$ cat src/rtl/branch_resolver_if.sv
// Bundles the decode-push, execute-resolve and predictor-feedback signals
// of the branch resolver into a single port.
// master: pipeline side (decode/execute/predictor); slave: the resolver.
interface branch_resolver_if #(
  parameter int ADDR_SIZE = 32
);
  logic                 push;
  logic [ADDR_SIZE-1:0] push_pc;
  logic                 push_opinion;
  logic                 push_taken;
  logic [ADDR_SIZE-1:0] push_addr;
  logic                 full;
  logic                 empty;
  logic                 resolve;
  logic                 resolve_taken;
  logic [ADDR_SIZE-1:0] resolve_target;
  logic                 feedback_enable;
  logic                 feedback_branch_taken;
  logic [ADDR_SIZE-1:0] feedback_branch_addr;
  logic [ADDR_SIZE-1:0] feedback_current_pc;
  logic                 mispredict;
  logic [ADDR_SIZE-1:0] redirect_pc;
  logic                 underflow;
  logic [31:0]          stat_branches;
  logic [31:0]          stat_mispredicts;

  modport master (
    output push, push_pc, push_opinion, push_taken, push_addr,
    output resolve, resolve_taken, resolve_target,
    input  full, empty, feedback_enable, feedback_branch_taken,
    input  feedback_branch_addr, feedback_current_pc, mispredict,
    input  redirect_pc, underflow, stat_branches, stat_mispredicts
  );

  modport slave (
    input  push, push_pc, push_opinion, push_taken, push_addr,
    input  resolve, resolve_taken, resolve_target,
    output full, empty, feedback_enable, feedback_branch_taken,
    output feedback_branch_addr, feedback_current_pc, mispredict,
    output redirect_pc, underflow, stat_branches, stat_mispredicts
  );
endinterface

$ cat src/rtl/branch_resolver.sv
// Branch resolver: in-order FIFO of branch predictions from decode. When
// execute resolves the oldest branch, the actual next PC is compared with
// the predicted one; a registered predictor update and a redirect/flush
// pulse are produced one cycle later. A mispredict discards all younger
// (wrong-path) entries.
// Optional feature macro: BRANCH_STATS_EN adds saturating branch and
// mispredict counters; without it the stat outputs are tied to 0.
module branch_resolver #(
  parameter int ADDR_SIZE = 32,
  parameter int DEPTH_LOG = 2
) (
  input  logic              clk,
  input  logic              reset,
  branch_resolver_if.slave  bus
);

  localparam int                   LP_DEPTH      = 1 << DEPTH_LOG;
  localparam logic [DEPTH_LOG:0]   LP_FULL_COUNT = {1'b1, {DEPTH_LOG{1'b0}}};
  localparam logic [DEPTH_LOG:0]   LP_COUNT_ONE  = (DEPTH_LOG+1)'(1);
  localparam logic [DEPTH_LOG-1:0] LP_PTR_ONE    = DEPTH_LOG'(1);
  localparam logic [ADDR_SIZE-1:0] LP_STEP       = ADDR_SIZE'(4);

  // Prediction storage, one slot per in-flight branch
  logic [ADDR_SIZE-1:0] r_pcMem      [LP_DEPTH];
  logic                 r_opinionMem [LP_DEPTH];
  logic                 r_takenMem   [LP_DEPTH];
  logic [ADDR_SIZE-1:0] r_addrMem    [LP_DEPTH];

  logic [DEPTH_LOG-1:0] r_rdPtr;
  logic [DEPTH_LOG-1:0] r_wrPtr;
  logic [DEPTH_LOG:0]   r_count;

  logic                 r_fbEnable;
  logic                 r_fbTaken;
  logic [ADDR_SIZE-1:0] r_fbAddr;
  logic [ADDR_SIZE-1:0] r_fbPc;
  logic                 r_mispredict;
  logic [ADDR_SIZE-1:0] r_redirectPc;
  logic                 r_underflow;

  logic                 w_notEmpty;
  logic                 w_isFull;
  logic [ADDR_SIZE-1:0] w_headPc;
  logic                 w_headOpinion;
  logic                 w_headTaken;
  logic [ADDR_SIZE-1:0] w_headAddr;
  logic [ADDR_SIZE-1:0] w_fallThrough;
  logic [ADDR_SIZE-1:0] w_predNext;
  logic [ADDR_SIZE-1:0] w_actNext;
  logic                 w_pop;
  logic                 w_flush;
  logic                 w_pushOk;
  logic [DEPTH_LOG-1:0] w_rdPtrNext;
  logic [DEPTH_LOG:0]   w_countNext;

  assign w_notEmpty    = (r_count != '0);
  assign w_isFull      = (r_count == LP_FULL_COUNT);
  assign w_headPc      = r_pcMem[r_rdPtr];
  assign w_headOpinion = r_opinionMem[r_rdPtr];
  assign w_headTaken   = r_takenMem[r_rdPtr];
  assign w_headAddr    = r_addrMem[r_rdPtr];
  assign w_fallThrough = w_headPc + LP_STEP;
  assign w_predNext    = (w_headOpinion && w_headTaken) ? w_headAddr : w_fallThrough;
  assign w_actNext     = bus.resolve_taken ? bus.resolve_target : w_fallThrough;
  assign w_pop         = bus.resolve && w_notEmpty;
  assign w_flush       = w_pop && (w_predNext != w_actNext);
  // Younger pushes are wrong-path during a mispredict; a full FIFO only
  // accepts when the head leaves in the same cycle.
  assign w_pushOk      = bus.push && !r_mispredict && !w_flush && (!w_isFull || w_pop);
  assign w_rdPtrNext   = r_rdPtr + LP_PTR_ONE;

  // Next occupancy: flush empties, otherwise push and pop cancel
  always_comb begin
    w_countNext = r_count;
    if (w_flush) begin
      w_countNext = '0;
    end else if (w_pushOk && !w_pop) begin
      w_countNext = r_count + LP_COUNT_ONE;
    end else if (!w_pushOk && w_pop) begin
      w_countNext = r_count - LP_COUNT_ONE;
    end
  end

  // Record accepted predictions at the write pointer
  always_ff @(posedge clk) begin
    if (w_pushOk) begin
      r_pcMem[r_wrPtr]      <= bus.push_pc;
      r_opinionMem[r_wrPtr] <= bus.push_opinion;
      r_takenMem[r_wrPtr]   <= bus.push_taken;
      r_addrMem[r_wrPtr]    <= bus.push_addr;
    end
  end

  // FIFO pointers, registered feedback/redirect and sticky underflow
  always_ff @(posedge clk) begin
    if (!reset) begin
      r_rdPtr      <= '0;
      r_wrPtr      <= '0;
      r_count      <= '0;
      r_fbEnable   <= 1'b0;
      r_fbTaken    <= 1'b0;
      r_fbAddr     <= '0;
      r_fbPc       <= '0;
      r_mispredict <= 1'b0;
      r_redirectPc <= '0;
      r_underflow  <= 1'b0;
    end else begin
      r_count      <= w_countNext;
      r_fbEnable   <= w_pop;
      r_mispredict <= w_flush;
      if (w_pop) begin
        r_rdPtr      <= w_rdPtrNext;
        r_fbTaken    <= bus.resolve_taken;
        r_fbAddr     <= bus.resolve_target;
        r_fbPc       <= w_headPc;
        r_redirectPc <= w_actNext;
      end
      if (w_flush) begin
        r_wrPtr <= w_rdPtrNext;
      end else if (w_pushOk) begin
        r_wrPtr <= r_wrPtr + LP_PTR_ONE;
      end
      if (bus.resolve && !w_notEmpty) begin
        r_underflow <= 1'b1;
      end
    end
  end

  assign bus.full                  = w_isFull;
  assign bus.empty                 = !w_notEmpty;
  assign bus.feedback_enable       = r_fbEnable;
  assign bus.feedback_branch_taken = r_fbTaken;
  assign bus.feedback_branch_addr  = r_fbAddr;
  assign bus.feedback_current_pc   = r_fbPc;
  assign bus.mispredict            = r_mispredict;
  assign bus.redirect_pc           = r_redirectPc;
  assign bus.underflow             = r_underflow;

`ifdef BRANCH_STATS_EN
  logic [31:0] r_statBranches;
  logic [31:0] r_statMispredicts;

  // Saturating counts of resolved branches and mispredicts
  always_ff @(posedge clk) begin
    if (!reset) begin
      r_statBranches    <= '0;
      r_statMispredicts <= '0;
    end else begin
      if (w_pop && (r_statBranches != '1)) begin
        r_statBranches <= r_statBranches + 32'd1;
      end
      if (w_flush && (r_statMispredicts != '1)) begin
        r_statMispredicts <= r_statMispredicts + 32'd1;
      end
    end
  end

  assign bus.stat_branches    = r_statBranches;
  assign bus.stat_mispredicts = r_statMispredicts;
`else
  assign bus.stat_branches    = 32'd0;
  assign bus.stat_mispredicts = 32'd0;
`endif

endmodule

$ cat src/flat_wrapper.sv
// flat-port wrapper written by rule: the top's interface ports become plain ports
module branch_resolver_flat 
#(
  parameter int ADDR_SIZE = 32,
  parameter int DEPTH_LOG = 2
)
  (clk, reset, bus_push, bus_push_pc, bus_push_opinion, bus_push_taken, bus_push_addr, bus_resolve, bus_resolve_taken, bus_resolve_target, bus_full, bus_empty, bus_feedback_enable, bus_feedback_branch_taken, bus_feedback_branch_addr, bus_feedback_current_pc, bus_mispredict, bus_redirect_pc, bus_underflow, bus_stat_branches, bus_stat_mispredicts);
  branch_resolver_if #(.ADDR_SIZE(ADDR_SIZE)) bus_i ();
  input  logic clk;
  input  logic reset;
  input wire logic [$bits(bus_i.push)-1:0] bus_push;
  input wire logic [$bits(bus_i.push_pc)-1:0] bus_push_pc;
  input wire logic [$bits(bus_i.push_opinion)-1:0] bus_push_opinion;
  input wire logic [$bits(bus_i.push_taken)-1:0] bus_push_taken;
  input wire logic [$bits(bus_i.push_addr)-1:0] bus_push_addr;
  input wire logic [$bits(bus_i.resolve)-1:0] bus_resolve;
  input wire logic [$bits(bus_i.resolve_taken)-1:0] bus_resolve_taken;
  input wire logic [$bits(bus_i.resolve_target)-1:0] bus_resolve_target;
  output wire logic [$bits(bus_i.full)-1:0] bus_full;
  output wire logic [$bits(bus_i.empty)-1:0] bus_empty;
  output wire logic [$bits(bus_i.feedback_enable)-1:0] bus_feedback_enable;
  output wire logic [$bits(bus_i.feedback_branch_taken)-1:0] bus_feedback_branch_taken;
  output wire logic [$bits(bus_i.feedback_branch_addr)-1:0] bus_feedback_branch_addr;
  output wire logic [$bits(bus_i.feedback_current_pc)-1:0] bus_feedback_current_pc;
  output wire logic [$bits(bus_i.mispredict)-1:0] bus_mispredict;
  output wire logic [$bits(bus_i.redirect_pc)-1:0] bus_redirect_pc;
  output wire logic [$bits(bus_i.underflow)-1:0] bus_underflow;
  output wire logic [$bits(bus_i.stat_branches)-1:0] bus_stat_branches;
  output wire logic [$bits(bus_i.stat_mispredicts)-1:0] bus_stat_mispredicts;
  assign bus_i.push = bus_push;
  assign bus_i.push_pc = bus_push_pc;
  assign bus_i.push_opinion = bus_push_opinion;
  assign bus_i.push_taken = bus_push_taken;
  assign bus_i.push_addr = bus_push_addr;
  assign bus_i.resolve = bus_resolve;
  assign bus_i.resolve_taken = bus_resolve_taken;
  assign bus_i.resolve_target = bus_resolve_target;
  assign bus_full = bus_i.full;
  assign bus_empty = bus_i.empty;
  assign bus_feedback_enable = bus_i.feedback_enable;
  assign bus_feedback_branch_taken = bus_i.feedback_branch_taken;
  assign bus_feedback_branch_addr = bus_i.feedback_branch_addr;
  assign bus_feedback_current_pc = bus_i.feedback_current_pc;
  assign bus_mispredict = bus_i.mispredict;
  assign bus_redirect_pc = bus_i.redirect_pc;
  assign bus_underflow = bus_i.underflow;
  assign bus_stat_branches = bus_i.stat_branches;
  assign bus_stat_mispredicts = bus_i.stat_mispredicts;
  branch_resolver #(.ADDR_SIZE(ADDR_SIZE), .DEPTH_LOG(DEPTH_LOG)) u_core (.clk(clk), .reset(reset), .bus(bus_i));
endmodule
$ cat config.mk
export PLATFORM = sky130hd
export DESIGN_NAME = branch_resolver_flat
export DESIGN_NICKNAME = d
export VERILOG_FILES = /design/src/rtl/branch_resolver_if.sv /design/src/rtl/branch_resolver.sv /design/src/flat_wrapper.sv
export SDC_FILE = /design/constraint.sdc
export NUM_CORES = 1
export LEC_CHECK = 0
export ABC_AREA = 1
export CORE_MARGIN = 8
export CORE_UTILIZATION = 50
export DETAILED_ROUTE_END_ITERATION = 10
export PLACE_DENSITY = 0.76
export SYNTH_ARGS = -nofsm -noshare
export SYNTH_HDL_FRONTEND = slang
export SYNTH_SLANG_ARGS = --single-unit
$ cat constraint.sdc
create_clock -name clk -period 9.5 [get_ports clk]
set_input_delay 2.375 -clock clk [delete_from_list [all_inputs] [get_ports clk]]
set_output_delay 2.375 -clock clk [all_outputs]
set_load 0.03 [all_outputs]
Word level (Yosys, flattened, before mapping)
Memory sizes are Yosys's and may differ from the RTL's. A register that Yosys moved wholly into a read port is not among the register bits. Index checks and enable logic that the tools add are counted.

Flip-flop bits (word level): 107. Bits in writable memories: 264. Input bits: 103. Logic and storage cells: 58. Memories kept: 4. Output and inout port bits: 166.

$add $sub $neg: 5. Multiplexer cells: 16. Bitwise gates (word level): 1. Equal/unequal tests: 2. Reduce and logical (&&, ||, !) cells: 20.

Memory list: u_core.r_addrMem (depth 4, width 32, read ports 1, clocked after Yosys merged registers in 1, write ports 1, line branch_resolver.sv:27) `logic [ADDR_SIZE-1:0] r_addrMem [LP_DEPTH];`; u_core.r_pcMem (depth 4, width 32, read ports 1, clocked after Yosys merged registers in 1, write ports 1, line branch_resolver.sv:24) `logic [ADDR_SIZE-1:0] r_pcMem [LP_DEPTH];`; u_core.r_opinionMem (depth 4, width 1, read ports 1, clocked after Yosys merged registers in 1, write ports 1, line branch_resolver.sv:25) `logic r_opinionMem [LP_DEPTH];`; u_core.r_takenMem (depth 4, width 1, read ports 1, clocked after Yosys merged registers in 1, write ports 1, line branch_resolver.sv:26) `logic r_takenMem [LP_DEPTH];`.

Operators with widths (count): two-way mux 32 bit (2); adder 32 x 3 -> 32 bit (second input constant) (1); != test 32 bit (1); two-way mux 2 bit (10); logical AND 1 bit (9); logical NOT 1 bit (6); two-way mux 3 bit (2); adder 2 x 1 -> 2 bit (second input constant) (2); nonzero test 2 bit (2); adder 3 x 1 -> 3 bit (second input constant) (1); equality test 3 bit (second input constant) (1); nonzero test 3 bit (1); subtractor 3 x 1 -> 3 bit (second input constant) (1); two-way mux 1 bit (2); OR reduction 2 bit (1); logical OR 1 bit (1); inverter 1 bit (1).

Depth between registers and ports, before layout
Gate-level depths: netlist (run 1).

Word-level depth: 11. Gate-level depth with buffers: 34. Depth with buffers taken out: 32.

Worst setup path before layout (run 1)
No wires, ideal clock.

Kind: input port to flip-flop. Start: input bus_resolve_taken. End: memory u_core.r_addrMem[0][0] (enable). Data required time: 9010 ps. Stages: 13. Path slack: 2210 ps. Setup time: 490 ps. Path buffers: 3. Arrival time: 6800 ps. Cell sequence: clkbuf_1 inv_1 clkbuf_1 clkbuf_1 nand3_1 nand2_1 xnor2_1 nand3_1 nor3_1 nand3_2 nand2_4 nand2_2 nor2_1.

Longest elaborated chain between the ends: 8.

RTL lines: from (decl) (line flat_wrapper.sv:17) `input wire logic [$bits(bus_i.resolve_taken)-1:0] bus_resolve_taken;`; two-way mux 32 bit (line branch_resolver.sv:64) `assign w_actNext = bus.resolve_taken ? bus.resolve_target : w_fallThrough;`; != test 32 bit (line branch_resolver.sv:66) `assign w_flush = w_pop && (w_predNext != w_actNext);`; logical AND 1 bit (line branch_resolver.sv:66); logical NOT 1 bit (line branch_resolver.sv:69) `assign w_pushOk = bus.push && !r_mispredict && !w_flush && (!w_isFull || w_pop);`; logical AND 1 bit (2 in series) (line branch_resolver.sv:69); two-way mux 1 bit (line branch_resolver.sv:86) `if (w_pushOk) begin`; two-way mux 1 bit (implied by the code) (line branch_resolver.sv:90) `r_addrMem[r_wrPtr] <= bus.push_addr;`; to (decl) (line branch_resolver.sv:27).

Every way passes these cells.

==> results of run 1 <==
final cells by class:
type                            instances  share of cell area (%)
Antenna cell                            2                  0.0233
Timing Repair Buffer                  222                    10.1
Tap cell                              461                    2.69
Inverter                               85                    1.50
Clock buffer                           49                    5.02
Clock inverter                         23                    1.42
Sequential cell                       373                    47.1
Multi-Input combinational cell       1533                    32.1
critical path: cells and delay by family, from the launching register on:
family	cells	cell delay, ps
adder cells (fa/ha/maj)	1	180
buffers and inverters	5	2200
flip-flops	1	310
AND/OR/NAND/NOR	17	3400
sequential cells by signal, indices dropped and copies added (netlist names), named ones only:
name / cells
u_core.bus.mispredict: 1
u_core.r_takenMem: 4
u_core.r_addrMem: 128
u_core.r_opinionMem: 4
u_core.bus.redirect_pc: 32
u_core.r_rdPtr: 2
u_core.bus.feedback_branch_addr: 32
u_core.r_count: 3
u_core.r_pcMem: 128
u_core.bus.feedback_current_pc: 32
u_core.bus.underflow: 1
u_core.bus.feedback_branch_taken: 1
u_core.bus.feedback_enable: 1
u_core.r_wrPtr: 2
cell families after synthesis:
kind of cell | Yosys count
AOI/OAI and AO/OA | 232
other | 1
adders and majority gates | 7
DFF | 373
buffers and inverters | 250
xor gates and xnor gates | 7
and+or+nand+nor | 1223
placed cells by master, fill, tap and decap left out, types with 41 or more instances in the layout:
cell and count:
nand2_1 760, o21ai_0 108, conb_1 64, clkbuf_16 41, dfxtp_1 107, nor2_1 160, a21oi_1 77, edfxtp_1 264
or2_2 44, nand3_1 192, inv_1 77, clkdlybuf4s50_1 203
final timing paths:
| check | slack, ps | from | cells after the start | to |
|---|---|---|---|---|
| setup / recovery | 2830 | flip-flop | 23 | u_core.r_pcMem[1][3] |
| hold reg to reg | 450 | u_core.bus.underflow | 2 | u_core.bus.underflow |
| hold / removal | 450 | u_core.bus.underflow | 2 | u_core.bus.underflow |
| setup reg to reg | 2830 | flip-flop | 23 | u_core.r_pcMem[1][3] |
layer usage:
layer	routed length (µm)	vias to the layer above
met4	2100	4
met2	26500	739
met5	21	-
met1	22300	7152
li1	-	7162
met3	5330	126
through the flow:
stage	cell area, µm²	hold slack (ps)	util [%]	instances	total power (W)
after CTS	21500	461	60.3	2746	0.00709
after floorplan	18300	466	-	2156	0.00441
after global routing	21500	477	60.3	2746	0.00751
final	21500	455	60.3	2748	0.00710
after global placement	20100	456	56.4	2674	0.00540
after detailed placement	20100	451	56.4	2674	0.00546
power breakdown:
part           switching, W  internal [W]
clock network      0.000645      0.000979
logic               0.00225      0.000949
registers          0.000162       0.00211
total               0.00306       0.00404
cell usage after synthesis, drive strengths merged:
master / number
nor3: 5
o211ai: 15
edfxtp: 264
a32oi: 15
or2: 45
nor2: 197
a31oi: 2
inv: 84
fa: 1
ha: 6
dfxtp: 109
xnor2: 4
a32o: 8
nand3: 194
o22ai: 2
a21oi: 77
nor3b: 1
o21ai: 110
nand4: 11
nand2: 770
clkinv: 1
conb: 1
xor2: 3
buf: 112
clkbuf: 53
a22oi: 3
==> results_dict.tcl, run 1 <==
set metrics [dict create \
    coreArea_um2 35600 \
    synth_top_area_share_pct 44.0 \
    drc 0 \
    cts.path.max_buffers 3 \
    drv_slew 0 \
    dieArea_um2 42400 \
    arrival_ps 6840 \
    fmax_mhz 150 \
    cts_tree "yes" \
    cpMostUsedCell "nand2_1" \
    final.fill_count 3030 \
    cts_made_buffers 39 \
    clkSinkCount 373 \
    yosysTopAreaCell "edfxtp_1" \
    boundaryPins 269 \
    cts_root_buf "clkbuf_16" \
    max-vdd-ir-drop_mv 0.193 \
    powerDensity_nw_per_um2 331 \
    critPathKind "reg2reg" \
    syn_inst 2093 \
    hold_viol_final 0 \
    drt_iter0_markers 1546 \
    clkLatencyLatePin_ps 550 \
    worstMarginPinSlew_ps 1050 \
    synthSimpleGateAreaFrac_pct 28.5 \
    num_rows 69 \
    synth_top_family_by_area "simple AND/OR/NAND/NOR gates" \
    synth.avg_cell_area_um2 8.62 \
    maxCapViolCount 0 \
    post_drt_wl_per_cell_um 20.5 \
    netlist_area_um2 18000 \
    dp_slack_ps 2460 \
    met2_usage_pct 42.8 \
    cts.repair.resized 0 \
    p_leak_nw 8.87 \
    grt_max_degree 90 \
    die_x_um 206 \
    ys_warn_count 0 \
    finalSetupViolations 0 \
    period_share_pct 70.2 \
    grt_use_met3_pct 4.81 \
    setup_slack_ps 2830 \
    drive_above_1_share_pct 8.10 \
    synthMuxAreaShare_pct 0 \
    synth_seq_cells 373 \
    antenna_found_initial 4 \
    wirelength_mm 56.2 \
    path_cells "buf_4, inv_2, buf_4, nand2_1, nand2_1, ha_1, inv_1, nor2_4, nand3_1, nor2_2, nand4_1, nand3_1, nand2_1, nand2_1, nand2_1, nor2_1, nand2_1, nor2_1, nand3_2, nand2_4, nand2_2, nor2_4, buf_4" \
    gr-total-overflow 0 \
    path_max_fanout 61 \
    status "finished clean" \
    hpwl_mm 40.1 \
    worst_slew_margin_rel_pct 29.8 \
    min_path_type "reg2reg" \
    min_period_ps 6670 \
    initial_utilization_pct 50.7 \
    vias 15200 \
    grt_pass1_wl_mm 82.9 \
    multiInputGateArea_um2 6880 \
    htree_levels 2 \
    syn2layout_area_growth_pct 19.0 \
    vias_per_cell 5.53 \
    setup_tns_ps 0 \
    cts_hold_buffers 0 \
    regArea_um2 10100 \
    grt_setup_unrepaired "false" \
    synthAdderAreaFrac_pct 0.527 \
    synthXorXnorAreaFrac_pct 0.340 \
    grt_busiest_layer "met2" \
    die_height_um 206 \
    cp-start-kind "flip-flop" \
    finClkSkew_ps 19.8 \
    finalNetCount 2364 \
    synth_area_leaders "edfxtp_1 (44%), nand2_1 (16%), dfxtp_1 (12%)" \
    dr.pass1.iters 5 \
    io_buffers 204 \
    crit_slowest_cell "nor2_4" \
    synth_cell_types 40 \
    first_global_vias 14100 \
    crit_path_end_kind "flip-flop" \
    synth_compound_area_share_pct 7.25 \
    cts_setup_buffers 0 \
    synth_seq_area_share_pct 56.1 \
    cp.required_ps 9660 \
    grt_usage_pct 25.6 \
    worst_path_largest_cell_delay_ps 820 \
    drtAntennaViolNets 0 \
    met1_usage_pct 32.9 \
    gp_congestion 0.959 \
    path_clk_slew_ps 60 \
]
Power figures use the tool's default switching activity.
==> run 2, diff against run 1 <==
--- a/config.mk
+++ b/config.mk
@@ -7,9 +7,9 @@
 export LEC_CHECK = 0
 export ABC_AREA = 1
 export CORE_MARGIN = 8
-export CORE_UTILIZATION = 50
+export CORE_UTILIZATION = 49
 export DETAILED_ROUTE_END_ITERATION = 10
-export PLACE_DENSITY = 0.76
+export PLACE_DENSITY = 0.77
 export SYNTH_ARGS = -nofsm -noshare
 export SYNTH_HDL_FRONTEND = slang
 export SYNTH_SLANG_ARGS = --single-unit
==> constraint.sdc (replaced) <==
create_clock -name clk -period 5.72 [get_ports clk]
set_input_delay 1.43 -clock clk [delete_from_list [all_inputs] [get_ports clk]]
set_output_delay 1.43 -clock clk [all_outputs]
set_load 0.03 [all_outputs]
==> run 2 against run 1 <==
  * Via count down 0.69%
  * Cell count increased by 0.40%
  * Combinational power rose by 68%
  * Critical path depth up 6
  * Clock skew down 4.1 ps
  * Largest power group unchanged
  * Largest cell class unchanged
  * Highest routed layer is now met4
==> results_dict.tcl, run 2 (synthesized netlist as in run 1, its figures left out) <==
set metrics [dict create \
    status "finished clean" \
    fmax_mhz 204 \
    grt_use_met3_pct 5.72 \
    cts_root_buf "clkbuf_16" \
    placed_cells 2689 \
    drv_slew 0 \
    dr.pass1.iters 6 \
    cts_made_buffers 39 \
    num_rows 70 \
    grt_setup_unrepaired "false" \
    crit_slowest_cell "dfxtp_4" \
    worstMarginPinSlew_ps 980 \
    drive_above_1_share_pct 8.29 \
    final_area_um2 21500 \
    worst_path_largest_cell_delay_ps 520 \
    htree_levels 2 \
    met1_usage_pct 30.4 \
    cts_setup_buffers 0 \
    worst_slew_margin_rel_pct 34.7 \
    met2_usage_pct 41.0 \
    cp_top_family "simple AND/OR/NAND/NOR gates" \
    max-vdd-ir-drop_mv 0.325 \
    gp_congestion 0.991 \
    cpMostUsedCell "nand2_1" \
    setup_tns_ps 0 \
    boundaryPins 269 \
    power.total_w 0.0116 \
    drc 0 \
    cp.required_ps 6170 \
    layout_commonest_cell "nand2_1" \
    drt_iter0_markers 1603 \
    maxCapViolCount 0 \
    clkSinkCount 373 \
    finalSetupViolations 0 \
    grt_pass1_wl_mm 82.6 \
    post_drt_wl_per_cell_um 19.6 \
    hpwl_mm 38.5 \
    diodes 0 \
    regArea_um2 10100 \
    final.fill_count 3099 \
    finClkSkew_ps 15.7 \
    die_x_um 208 \
    vias_per_cell 5.47 \
    hold_viol_final 0 \
    grt_busiest_layer "met2" \
    powerDensity_nw_per_um2 540 \
    die_height_um 208 \
    dieArea_um2 43200 \
    cts.repair.resized 0 \
    syn2layout_area_growth_pct 19.2 \
    final_cell_mix "nand2_1 (760), edfxtp_1 (264), clkdlybuf4s50_1 (203)" \
    path_max_fanout 51 \
    first_global_vias 14600 \
    coreArea_um2 36400 \
    io_buffers 204 \
    crit_path_end_kind "flip-flop" \
    antenna_found_initial 0 \
    min_period_ps 4910 \
    p_leak_nw 8.90 \
    critPathKind "reg2reg" \
    multiInputGateArea_um2 6880 \
    cts.path.max_buffers 3 \
    initial_utilization_pct 49.5 \
    path_clk_slew_ps 70 \
    period_share_pct 85.9 \
    placed_area_um2 20200 \
    gr-total-overflow 0 \
    min_path_type "reg2reg" \
    clkLatencyLatePin_ps 550 \
    drtAntennaViolNets 0 \
    cp-start-kind "flip-flop" \
    grt_max_degree 97 \
    cts_hold_buffers 0 \
    stdcell_count 2759 \
    finalNetCount 2372 \
    cts_tree "yes" \
    wirelength_mm 54.0 \
    top_regs "u_core.r_addrMem x128, u_core.r_pcMem x128" \
    arrival_ps 5360 \
    vias 15100 \
    grt_usage_pct 24.4 \
    worst-path-buf-inv 4 \
]
-- run 2: layer usage --
layer	wire length, µm	vias up
met4	1800	0
met2	26100	728
met1	21400	7064
li1	-	7175
met3	4770	111
met5	0	-
-- run 2: per-stage QoR --
step / hold slack (ps) / setup slack, ps / util (%)
after floorplan: 466 / -625 / -
after global placement: 438 / 853 / 55.5
after detailed placement: 446 / 768 / 55.5
after CTS: 456 / 870 / 59.0
after global routing: 489 / 410 / 59.0
final: 456 / 808 / 59.0
-- run 2: worst paths after layout --
path | start | endpoint | slack (ps) | cells after the start
hold reg to reg | u_core.bus.underflow | u_core.bus.underflow | 460 | 2
setup reg to reg | flip-flop | u_core.r_count[2] | 810 | 29
hold / removal | u_core.bus.underflow | u_core.bus.underflow | 460 | 2
setup / recovery | flip-flop | u_core.r_count[2] | 810 | 29
-- run 2: worst min-delay path: cells and delay by family (launching register included) --
kind | cells | cell delay [ps]
AO/OA/AOI/OAI | 1 | 50
buffers and inverters | 1 | 50
flip-flops | 1 | 310
-- run 2: report_power, final --
group          leakage (nW)  total, W  switching [W]  internal (W)
Sequential             3.31   0.00375       0.000253       0.00350
Combinational          4.96   0.00536        0.00371       0.00165
Clock                 0.631   0.00248        0.00103       0.00146
-- run 2: cell type report --
class	count	area share (%)
multi-input cells	1533	32.0
well taps	468	2.72
clock inverters	17	0.693
repair buffers	230	10.9
flip-flops and latches	373	47.1
clock buffers	53	5.15
inverters	85	1.50
==> run 3, diff against run 2 <==
==> constraint.sdc (replaced) <==
create_clock -name clk -period 5.72 [get_ports clk]
set_input_delay 1.43 -clock clk [delete_from_list [all_inputs] [get_ports clk]]
set_output_delay 1.43 -clock clk [all_outputs]
set_load 0.02 [all_outputs]
==> results of run 3 <==
The final DEF is identical to that of run 2. Status: finished clean.
Among the figures that moved: total power 0.0116 W -> 0.0114 W
